$ cat config.mk
export PLATFORM = sky130hd
export DESIGN_NAME = pipeline_stall_unit_flat
export DESIGN_NICKNAME = d
export VERILOG_FILES = /design/src/rtl/pipeline_stall_unit_pkg.sv /design/src/rtl/pipeline_stall_unit_if.sv /design/src/rtl/pipeline_stall_unit_mem_stall_tracker.sv /design/src/rtl/pipeline_stall_unit.sv /design/src/flat_wrapper.sv
export SDC_FILE = /design/constraint.sdc
export NUM_CORES = 1
export LEC_CHECK = 0
export CAP_MARGIN = 40
export CORE_ASPECT_RATIO = 0.8
export CORE_MARGIN = 2
export CORE_UTILIZATION = 31
export CTS_BUF_LIST = sky130_fd_sc_hd__clkbuf_8
export CTS_CLUSTER_SIZE = 24
export DETAILED_ROUTE_END_ITERATION = 8
export HOLD_SLACK_MARGIN = 0.12
export PLACE_DENSITY = 0.95
export RECOVER_POWER = 50
export SLEW_MARGIN = 5
export SYNTH_ARGS = -nofsm -noshare
export SYNTH_HDL_FRONTEND = slang
export SYNTH_SLANG_ARGS = --single-unit
$ cat constraint.sdc
create_clock -name clk -period 3.6 [get_ports clk]
set_input_delay 0.36 -clock clk [delete_from_list [all_inputs] [get_ports clk]]
set_output_delay 0.36 -clock clk [all_outputs]
set_load 0.03 [all_outputs]
$ cat src/rtl/pipeline_stall_unit_pkg.sv
// Shared types for the pipeline stall/flush controller: memory tracker state and counter width.
package pipeline_stall_unit_pkg;

  typedef enum logic [1:0] {
    IDLE = 2'd0,
    WAIT = 2'd1,
    DONE = 2'd2
  } mem_trk_state_t;

  localparam int CTR_W = 32;

endpackage

$ cat src/rtl/pipeline_stall_unit_if.sv
// Handshake bundle between the RV32I datapath (master) and the stall/flush controller (slave).
interface pipeline_stall_unit_if;
  import pipeline_stall_unit_pkg::*;

  logic             imem_read;
  logic             imem_resp;
  logic             dmem_req;
  logic             dmem_resp;
  logic             ex_redirect;
  logic             pc_ld;
  logic             pc_redirect;
  logic             ifid_ld;
  logic             idex_ld;
  logic             exmem_ld;
  logic             memwb_ld;
  logic             ifid_flush;
  logic             idex_flush;
  logic             imem_req_mask;
  logic             dmem_req_mask;
  logic             imem_hold_ld;
  logic             dmem_hold_ld;
  logic             imem_use_hold;
  logic             dmem_use_hold;
  logic [CTR_W-1:0] stall_cycles_i;
  logic [CTR_W-1:0] stall_cycles_d;
  logic [CTR_W-1:0] flush_count;

  modport master (
    output imem_read, imem_resp, dmem_req, dmem_resp, ex_redirect,
    input  pc_ld, pc_redirect, ifid_ld, idex_ld, exmem_ld, memwb_ld,
    input  ifid_flush, idex_flush, imem_req_mask, dmem_req_mask,
    input  imem_hold_ld, dmem_hold_ld, imem_use_hold, dmem_use_hold,
    input  stall_cycles_i, stall_cycles_d, flush_count
  );

  modport slave (
    input  imem_read, imem_resp, dmem_req, dmem_resp, ex_redirect,
    output pc_ld, pc_redirect, ifid_ld, idex_ld, exmem_ld, memwb_ld,
    output ifid_flush, idex_flush, imem_req_mask, dmem_req_mask,
    output imem_hold_ld, dmem_hold_ld, imem_use_hold, dmem_use_hold,
    output stall_cycles_i, stall_cycles_d, flush_count
  );

endinterface

$ cat src/rtl/pipeline_stall_unit_mem_stall_tracker.sv
// Per-port outstanding-request tracker: IDLE/WAIT/DONE, with busy and hold-register controls.
module mem_stall_tracker
  import pipeline_stall_unit_pkg::*;
(
  input  logic clk,
  input  logic rst,
  input  logic req,
  input  logic resp,
  input  logic advance,
  output logic busy,
  output logic hold_ld,
  output logic use_hold,
  output logic req_mask
);

  mem_trk_state_t state, state_nx;

  always_ff @(posedge clk or posedge rst) begin
    if (rst) state <= IDLE;
    else     state <= state_nx;
  end

  // A completion while the other port still stalls parks the data in DONE.
  always_comb begin
    state_nx = state;
    case (state)
      IDLE:    if (req && !resp) state_nx = WAIT;
      WAIT:    if (resp) state_nx = advance ? IDLE : DONE;
      DONE:    if (advance) state_nx = IDLE;
      default: state_nx = IDLE;
    endcase
  end

  // busy must not depend on advance, otherwise advance would loop on itself.
  always_comb begin
    busy     = ((state == IDLE) && req && !resp) || ((state == WAIT) && !resp);
    hold_ld  = !rst && (state == WAIT) && resp && !advance;
    use_hold = !rst && (state == DONE);
    req_mask = !rst && (state == DONE);
  end

endmodule

$ cat src/rtl/pipeline_stall_unit.sv
// Central stall/flush controller for the 5-stage RV32I pipeline.
// Optional performance counters are built when PERF_CTR_EN is defined.
module pipeline_stall_unit
  import pipeline_stall_unit_pkg::*;
(
  input logic                  clk,
  input logic                  rst,
  pipeline_stall_unit_if.slave bus
);

  logic ibusy;
  logic dbusy;
  logic advance;
  logic run;
  logic redirect_take;

  mem_stall_tracker u_imem_trk (
    .clk      (clk),
    .rst      (rst),
    .req      (bus.imem_read),
    .resp     (bus.imem_resp),
    .advance  (advance),
    .busy     (ibusy),
    .hold_ld  (bus.imem_hold_ld),
    .use_hold (bus.imem_use_hold),
    .req_mask (bus.imem_req_mask)
  );

  mem_stall_tracker u_dmem_trk (
    .clk      (clk),
    .rst      (rst),
    .req      (bus.dmem_req),
    .resp     (bus.dmem_resp),
    .advance  (advance),
    .busy     (dbusy),
    .hold_ld  (bus.dmem_hold_ld),
    .use_hold (bus.dmem_use_hold),
    .req_mask (bus.dmem_req_mask)
  );

  // A redirect is only honoured when the whole pipeline moves; otherwise the
  // control instruction simply waits in EX.
  assign advance       = !ibusy && !dbusy;
  assign run           = advance && !rst;
  assign redirect_take = run && bus.ex_redirect;

  assign bus.pc_ld       = run;
  assign bus.ifid_ld     = run;
  assign bus.idex_ld     = run;
  assign bus.exmem_ld    = run;
  assign bus.memwb_ld    = run;
  assign bus.pc_redirect = redirect_take;
  assign bus.ifid_flush  = redirect_take;
  assign bus.idex_flush  = redirect_take;

`ifdef PERF_CTR_EN
  logic [CTR_W-1:0] stall_i_q;
  logic [CTR_W-1:0] stall_d_q;
  logic [CTR_W-1:0] flush_q;

  always_ff @(posedge clk or posedge rst) begin
    if (rst) begin
      stall_i_q <= '0;
      stall_d_q <= '0;
      flush_q   <= '0;
    end else begin
      if (ibusy)         stall_i_q <= stall_i_q + CTR_W'(1);
      if (dbusy)         stall_d_q <= stall_d_q + CTR_W'(1);
      if (redirect_take) flush_q   <= flush_q + CTR_W'(1);
    end
  end

  assign bus.stall_cycles_i = stall_i_q;
  assign bus.stall_cycles_d = stall_d_q;
  assign bus.flush_count    = flush_q;
`else
  assign bus.stall_cycles_i = {CTR_W{1'b0}};
  assign bus.stall_cycles_d = {CTR_W{1'b0}};
  assign bus.flush_count    = {CTR_W{1'b0}};
`endif

endmodule

$ cat src/flat_wrapper.sv
// flat-port wrapper written by rule: the top's interface ports become plain ports
module pipeline_stall_unit_flat import pipeline_stall_unit_pkg::*;
  (clk, rst, bus_imem_read, bus_imem_resp, bus_dmem_req, bus_dmem_resp, bus_ex_redirect, bus_pc_ld, bus_pc_redirect, bus_ifid_ld, bus_idex_ld, bus_exmem_ld, bus_memwb_ld, bus_ifid_flush, bus_idex_flush, bus_imem_req_mask, bus_dmem_req_mask, bus_imem_hold_ld, bus_dmem_hold_ld, bus_imem_use_hold, bus_dmem_use_hold, bus_stall_cycles_i, bus_stall_cycles_d, bus_flush_count);
  pipeline_stall_unit_if bus_i ();
  input logic clk;
  input logic rst;
  input wire logic [$bits(bus_i.imem_read)-1:0] bus_imem_read;
  input wire logic [$bits(bus_i.imem_resp)-1:0] bus_imem_resp;
  input wire logic [$bits(bus_i.dmem_req)-1:0] bus_dmem_req;
  input wire logic [$bits(bus_i.dmem_resp)-1:0] bus_dmem_resp;
  input wire logic [$bits(bus_i.ex_redirect)-1:0] bus_ex_redirect;
  output wire logic [$bits(bus_i.pc_ld)-1:0] bus_pc_ld;
  output wire logic [$bits(bus_i.pc_redirect)-1:0] bus_pc_redirect;
  output wire logic [$bits(bus_i.ifid_ld)-1:0] bus_ifid_ld;
  output wire logic [$bits(bus_i.idex_ld)-1:0] bus_idex_ld;
  output wire logic [$bits(bus_i.exmem_ld)-1:0] bus_exmem_ld;
  output wire logic [$bits(bus_i.memwb_ld)-1:0] bus_memwb_ld;
  output wire logic [$bits(bus_i.ifid_flush)-1:0] bus_ifid_flush;
  output wire logic [$bits(bus_i.idex_flush)-1:0] bus_idex_flush;
  output wire logic [$bits(bus_i.imem_req_mask)-1:0] bus_imem_req_mask;
  output wire logic [$bits(bus_i.dmem_req_mask)-1:0] bus_dmem_req_mask;
  output wire logic [$bits(bus_i.imem_hold_ld)-1:0] bus_imem_hold_ld;
  output wire logic [$bits(bus_i.dmem_hold_ld)-1:0] bus_dmem_hold_ld;
  output wire logic [$bits(bus_i.imem_use_hold)-1:0] bus_imem_use_hold;
  output wire logic [$bits(bus_i.dmem_use_hold)-1:0] bus_dmem_use_hold;
  output wire logic [$bits(bus_i.stall_cycles_i)-1:0] bus_stall_cycles_i;
  output wire logic [$bits(bus_i.stall_cycles_d)-1:0] bus_stall_cycles_d;
  output wire logic [$bits(bus_i.flush_count)-1:0] bus_flush_count;
  assign bus_i.imem_read = bus_imem_read;
  assign bus_i.imem_resp = bus_imem_resp;
  assign bus_i.dmem_req = bus_dmem_req;
  assign bus_i.dmem_resp = bus_dmem_resp;
  assign bus_i.ex_redirect = bus_ex_redirect;
  assign bus_pc_ld = bus_i.pc_ld;
  assign bus_pc_redirect = bus_i.pc_redirect;
  assign bus_ifid_ld = bus_i.ifid_ld;
  assign bus_idex_ld = bus_i.idex_ld;
  assign bus_exmem_ld = bus_i.exmem_ld;
  assign bus_memwb_ld = bus_i.memwb_ld;
  assign bus_ifid_flush = bus_i.ifid_flush;
  assign bus_idex_flush = bus_i.idex_flush;
  assign bus_imem_req_mask = bus_i.imem_req_mask;
  assign bus_dmem_req_mask = bus_i.dmem_req_mask;
  assign bus_imem_hold_ld = bus_i.imem_hold_ld;
  assign bus_dmem_hold_ld = bus_i.dmem_hold_ld;
  assign bus_imem_use_hold = bus_i.imem_use_hold;
  assign bus_dmem_use_hold = bus_i.dmem_use_hold;
  assign bus_stall_cycles_i = bus_i.stall_cycles_i;
  assign bus_stall_cycles_d = bus_i.stall_cycles_d;
  assign bus_flush_count = bus_i.flush_count;
  pipeline_stall_unit u_core (.clk(clk), .rst(rst), .bus(bus_i));
endmodule
==> impl_metrics.csv, run 1 <==
group,metric,value,unit
critical_path,crit_type,"in -> out",
global_routing,grt_util_met1,5.88,%
yosys,synthCells,131,
critical_path,cp_data_arrival_time,2350,ps
global_routing,antenna_found_initial,0,
detailed_routing,wl_per_cell,7.34,um
floorplan,coreArea,3150,sq um
timing,rsz0062_at_grt,"no",
yosys,synth_warnings,0,
global_routing,gr-usage-met2,9.48,%
detailed_routing,viasPerCell,2.90,
yosys,syn-cell-area,1040,sq um
critical_path,crit_fanout,5,
critical_path,cp_num_buf_inv,2,
floorplan,die_h,55.9,um
timing,fin_crit_sh,75.4,%
power_and_ir_drop,p_int,0.000142,W
power_and_ir_drop,vdd_drop_max,0.154,mV
floorplan,dieArea,3850,sq um
yosys,ys_types,12,
finish,area_delta_synth_final,-13.3,%
timing,hold_violations,0,
cts,cts-resized-gates,0,
cts,clk_pin_slew,30,ps
yosys,ys_ff_latch,4,
status,outcome,"complete, no violations",
detailed_routing,vias,537,
floorplan,die_w,68.9,um
floorplan,rows,18,
critical_path,path_cells,"dlygate4sd3_1, or2_1, a221oi_2, clkdlybuf4s50_1",
power_and_ir_drop,powerDensity,362,nW/um^2
detailed_routing,ant_nets,0,
floorplan,ios,117,
detailed_routing,drt-pass1-iter-count,3,
placed_design,gp_congestion,0.744,
detailed_routing,wl,1.36,mm
flow_run,drv_cap,0,
power_and_ir_drop,clkPwrFrac,27.7,%
yosys,seq_area_frac_synth,9.58,%
global_routing,grt_pass1_wl,1.63,mm
power_and_ir_drop,leakage,0.512,nW
critical_path,slowest_stage,"clkdlybuf4s50_1",
cts,cts_tree,"built",
critical_path,start_kind,"primary input",
placed_design,hpwl,1.25,mm
detailed_routing,dr.first_iter.drc_count,5,
power_and_ir_drop,switchingPower,0.000186,W
critical_path,critical-path-max-stage-delay,750,ps
global_routing,grt_max_degree,8,
global_routing,grt-ovfl-total,0,
power_and_ir_drop,fin_total_pwr,0.000328,W
finish,stdcell_count,185,
floorplan,initial_core_util,33.1,%
timing,setup_tns,0,ps
timing,maxSlewViolCount,0,
cts,cts_sinks,4,
finish,layout_commonest_cell,"conb_1",
cts,cts_setup_buffers,0,
power_and_ir_drop,p_comb_share,56.8,%
detailed_routing,drcViolationCount,0,
timing,slew_headroom,66.4,%
global_routing,use_met3,2.83,%
global_routing,grt_pass1_vias,353,
critical_path,critPathTopFamily,"buffers and inverters",
timing,worst_pin_slew,491,ps
finish,n_antenna_cell,0,
cts,root_buffer,"clkbuf_8",
hold_path,hold_class,"reg -> reg",
cts,cts_buffers,3,
global_routing,global_route.usage.total,5.82,%
finish,drive_gt1_share,4.14,%
critical_path,cp-end-kind,"output pin",
power_and_ir_drop,swShare,56.7,%
power_and_ir_drop,p_seq_share,15.5,%
cts,htreeDepth,1,
finish,nNetsFinal,154,
finish,layout_common_cells,"conb_1 (96), clkdlybuf4s50_1 (13), dlygate4sd3_1 (7)",
timing,max_freq,369,MHz
critical_path,worstPathRequired,3240,ps
cts,clockBufferDepth,2,
yosys,syn_avg_cell_area,7.98,sq um
cts,insertion_delay,210,ps
placed_design,port_buffers,20,
global_routing,grt_busiest_layer,"met2",
timing,fin_crit,2710,ps
cts,cts_hold_buf,0,
timing,skew,1.68,ps
placed_design,dp_cells,182,
timing,finalSetupViolCount,0,
registers in the layout, indices dropped and copies added, names as in the netlist:
register	flops
u_core.u_dmem_trk.state	2
u_core.u_imem_trk.state	2
synthesized netlist by cell type, drive strengths merged:
master,n,share of area [%]
buf,104,75
nor2,6,2.2
dfrtp,4,9.6
nand2b,3,1.8
a2111oi,2,2.9
a221oi,2,2.9
nand3b,2,1.4
nor3,2,0.96
nor4b,2,1.7
or2,2,1.2
conb,1,0.36
inv,1,0.36
cell type report:
| class | count | area, sq um |
|---|---|---|
| clock buffers | 3 | 41.3 |
| fillers | 359 | 2250 |
| inverters | 1 | 3.75 |
| multi-input cells | 117 | 510 |
| flip-flops and latches | 4 | 100 |
| well taps | 40 | 50.0 |
| repair buffers | 20 | 200 |
power groups by stage:
stage / Sequential (W) / Combinational, W / Clock [W]
after floorplan: 0.0000506 / 0.000249 / 0
after global placement: 0.0000512 / 0.000185 / 0
after detailed placement: 0.0000515 / 0.000186 / 0
after CTS: 0.0000510 / 0.000186 / 0.0000932
after global routing: 0.0000515 / 0.000197 / 0.0000962
final: 0.0000510 / 0.000186 / 0.0000907
per-layer routing:
layer / up-vias / part of all wire [%]
met5: - / 0
met4: 0 / 0.96
met3: 2 / 15
met2: 51 / 53
met1: 243 / 31
li1: 241 / -
worst paths after layout:
kind                       depth (start not counted)  slack (ps)                    endpoint                        from
setup / recovery                                   4         890                   bus_pc_ld                bus_dmem_req
hold / removal                                     1         510  u_core.u_imem_trk.state[0]  u_core.u_imem_trk.state[1]
setup reg to reg                                   2        2320  u_core.u_dmem_trk.state[1]  u_core.u_dmem_trk.state[1]
hold reg to reg                                    1         510  u_core.u_imem_trk.state[0]  u_core.u_imem_trk.state[1]
max in group asynchronous                          2        2830  u_core.u_imem_trk.state[0]                         rst
min in group asynchronous                          2         620  u_core.u_dmem_trk.state[0]                         rst
per-stage QoR:
step | area [sq um] | utilization (%) | setup WS [ps] | hold WS (ps)
floorplan | 1400 | - | 1580 | 126
global placement | 871 | 27.6 | 1030 | 512
detailed placement | 871 | 27.6 | 1010 | 530
CTS | 912 | 28.9 | 1000 | 515
global route | 906 | 28.7 | 790 | 547
finish | 906 | 28.7 | 887 | 510
logic make-up after synthesis:
logic type	share of synthesized area (%)
other	0.359
buffers and inverters	75.1
DFF	9.58
and+or+nand+nor	9.22
AOI/OAI and AO/OA	5.75
(Power assumes the default switching activity.)
==> inputs of run 2 (changes only) <==
--- a/config.mk
+++ b/config.mk
@@ -8,12 +8,12 @@
 export CAP_MARGIN = 40
 export CORE_ASPECT_RATIO = 0.8
 export CORE_MARGIN = 2
-export CORE_UTILIZATION = 31
+export CORE_UTILIZATION = 26
 export CTS_BUF_LIST = sky130_fd_sc_hd__clkbuf_8
 export CTS_CLUSTER_SIZE = 24
 export DETAILED_ROUTE_END_ITERATION = 8
 export HOLD_SLACK_MARGIN = 0.12
-export PLACE_DENSITY = 0.95
+export PLACE_DENSITY = 0.92
 export RECOVER_POWER = 50
 export SLEW_MARGIN = 5
 export SYNTH_ARGS = -nofsm -noshare
==> constraint.sdc (replaced) <==
create_clock -name clk -period 2.34 [get_ports clk]
set_input_delay 0.234 -clock clk [delete_from_list [all_inputs] [get_ports clk]]
set_output_delay 0.234 -clock clk [all_outputs]
set_load 0.03 [all_outputs]
==> run 2 against run 1 <==
Global-route usage is 0.65 points lower. Design area is 0.55% higher. Routed wire length is 12% higher. Worst hold slack worse by 14 ps. Clock power is 59% higher. Total power is 54% higher. First-iteration DRC count is 40% higher. Clock skew is 1.0 ps lower. Critical path depth stayed put. Largest power group unchanged. Sequential power is 54% higher. Sequential cell count stayed put. Clock-buffer cell count stayed put.
==> impl_metrics.csv, run 2 (synthesized netlist as in run 1, its figures left out) <==
group,metric,value,unit
finish,drive_gt1_share,4.14,%
timing,finalSetupViolCount,0,
finish,largestRegisters,"u_core.u_dmem_trk.state x2, u_core.u_imem_trk.state x2",
detailed_routing,top_layer_used,"met4",
power_and_ir_drop,powerDensity,553,nW/um^2
cts,root_buffer,"clkbuf_8",
timing,max_freq,449,MHz
finish,layout_commonest_cell,"conb_1",
placed_design,port_buffers,20,
finish,layout_common_cells,"conb_1 (96), clkdlybuf4s50_1 (7), nor2_1 (6)",
critical_path,crit_fanout,4,
detailed_routing,wl_met2,786,um
timing,maxSlewViolCount,0,
detailed_routing,viasPerCell,2.71,
cts,cts_tree,"built",
detailed_routing,drt-pass1-iter-count,4,
cts,cts_buffers,3,
floorplan,dieArea,4540,sq um
placed_design,dp_cells,197,
finish,multi_input_area,510,sq um
hold_path,hold_class,"in -> async",
timing,skew,0.679,ps
detailed_routing,drcViolationCount,0,
placed_design,hpwl,1.33,mm
detailed_routing,vias,541,
floorplan,initial_core_util,27.3,%
detailed_routing,wirelength_met1,495,um
global_routing,global_route.usage.total,5.17,%
finish,nNetsFinal,154,
power_and_ir_drop,leakage,0.551,nW
floorplan,ios,117,
detailed_routing,dr.first_iter.drc_count,7,
cts,cts_sinks,4,
finish,fill_cells,447,
cts,clockBufferDepth,2,
floorplan,coreArea,3830,sq um
critical_path,cp_data_arrival_time,1990,ps
global_routing,grt-ovfl-total,0,
placed_design,gp_congestion,0.629,
critical_path,path_cells,"clkdlybuf4s50_1, nor2_1, nor4b_1, clkdlybuf4s50_1",
timing,fin_crit_sh,95.2,%
cts,htreeDepth,1,
finish,stdcell_count,200,
detailed_routing,wl,1.52,mm
timing,rsz0062_at_grt,"no",
detailed_routing,wl_met3,218,um
status,outcome,"complete, no violations",
critical_path,crit_type,"in -> out",
cts,insertion_delay,220,ps
timing,fin_crit,2230,ps
cts,cts_setup_buffers,0,
critical_path,path_common_cell,"clkdlybuf4s50_1",
floorplan,die_w,74.9,um
finish,n_antenna_cell,0,
cts,clk_pin_slew,30,ps
floorplan,die_h,60.7,um
global_routing,grt_pass1_wl,1.61,mm
global_routing,grt_pass1_vias,340,
floorplan,rows,20,
critical_path,start_kind,"primary input",
critical_path,cp-end-kind,"output pin",
power_and_ir_drop,fin_total_pwr,0.000504,W
critical_path,critical-path-max-stage-delay,730,ps
detailed_routing,wl_per_cell,7.58,um
critical_path,slowest_stage,"clkdlybuf4s50_1",
global_routing,antenna_found_initial,0,
critical_path,worstPathRequired,2110,ps
finish,area.sequential,100,sq um
global_routing,grt_max_degree,8,
finish,area_delta_synth_final,-12.8,%
detailed_routing,ant_nets,0,
critical_path,r2r_cells,2,
flow_run,drv_cap,0,
power_and_ir_drop,vdd_drop_max,0.158,mV
timing,hold_violations,0,
run 2: changes by cell type in the layout (fill, tap and decap cells not counted):
cell,previous run,this run
clkdlybuf4s50_1,13,7
dlygate4sd2_1,0,5
dlygate4sd3_1,7,4
clkbuf_1,0,2
dlymetal6s2s_1,0,2
run 2: repair_timing:
action | in CTS | in global routing
setup endpoints to repair | 5 | 4
hold endpoints to repair | 0 | 0
hold buffers | 0 | 0
resized for setup | 5 | 4
run 2: layout make-up:
cell class,count,area share [%]
tap,55,7.55
sequential,4,11.0
clock buffer,3,4.53
timing repair buffer,20,20.5
inverter,1,0.412
multi-input combinational,117,56.0
run 2: stage by stage:
stage               setup WS, ps  TNS, ps  utilization, %  hold slack, ps  cell area (sq um)
global placement           -33.4     -162            23.2             504                890
global route                59.4        0            23.8             519                911
finish                       113        0            23.8             496                911
floorplan                    450        0               -          0.0822               1400
detailed placement         -62.4     -278            23.2             526                890
CTS                         6.97        0            24.2             394                925
run 2: critical path: cells and delay by family:
| family | cells | cell delay [ps] |
|---|---|---|
| buffers and inverters | 2 | 1210 |
| AND/OR/NAND/NOR | 2 | 540 |
run 2: worst paths after layout:
path	start	slack, ps	endpoint
max	bus_dmem_resp	110	bus_imem_hold_ld
min	rst	500	u_core.u_imem_trk.state[1]
max reg2reg	u_core.u_dmem_trk.state[1]	1100	u_core.u_dmem_trk.state[1]
min reg2reg	u_core.u_dmem_trk.state[1]	520	u_core.u_imem_trk.state[1]
max in group asynchronous	rst	1690	u_core.u_dmem_trk.state[1]
min in group clk	u_core.u_dmem_trk.state[1]	520	u_core.u_imem_trk.state[1]
run 2: power by group:
part	switching (W)	leakage, nW	internal [W]	total, W
registers	0.00000468	0.0527	0.0000738	0.0000785
logic	0.000252	0.477	0.0000289	0.000281
clock network	0.0000347	0.0216	0.000110	0.000144
run 2: routing by layer:
| layer | GRT usage (%) | vias up |
|---|---|---|
| met5 | 0 | - |
| met4 | 2.30 | 0 |
| met3 | 3.49 | 5 |
| met2 | 8.40 | 49 |
| met1 | 5.20 | 247 |
| li1 | - | 240 |
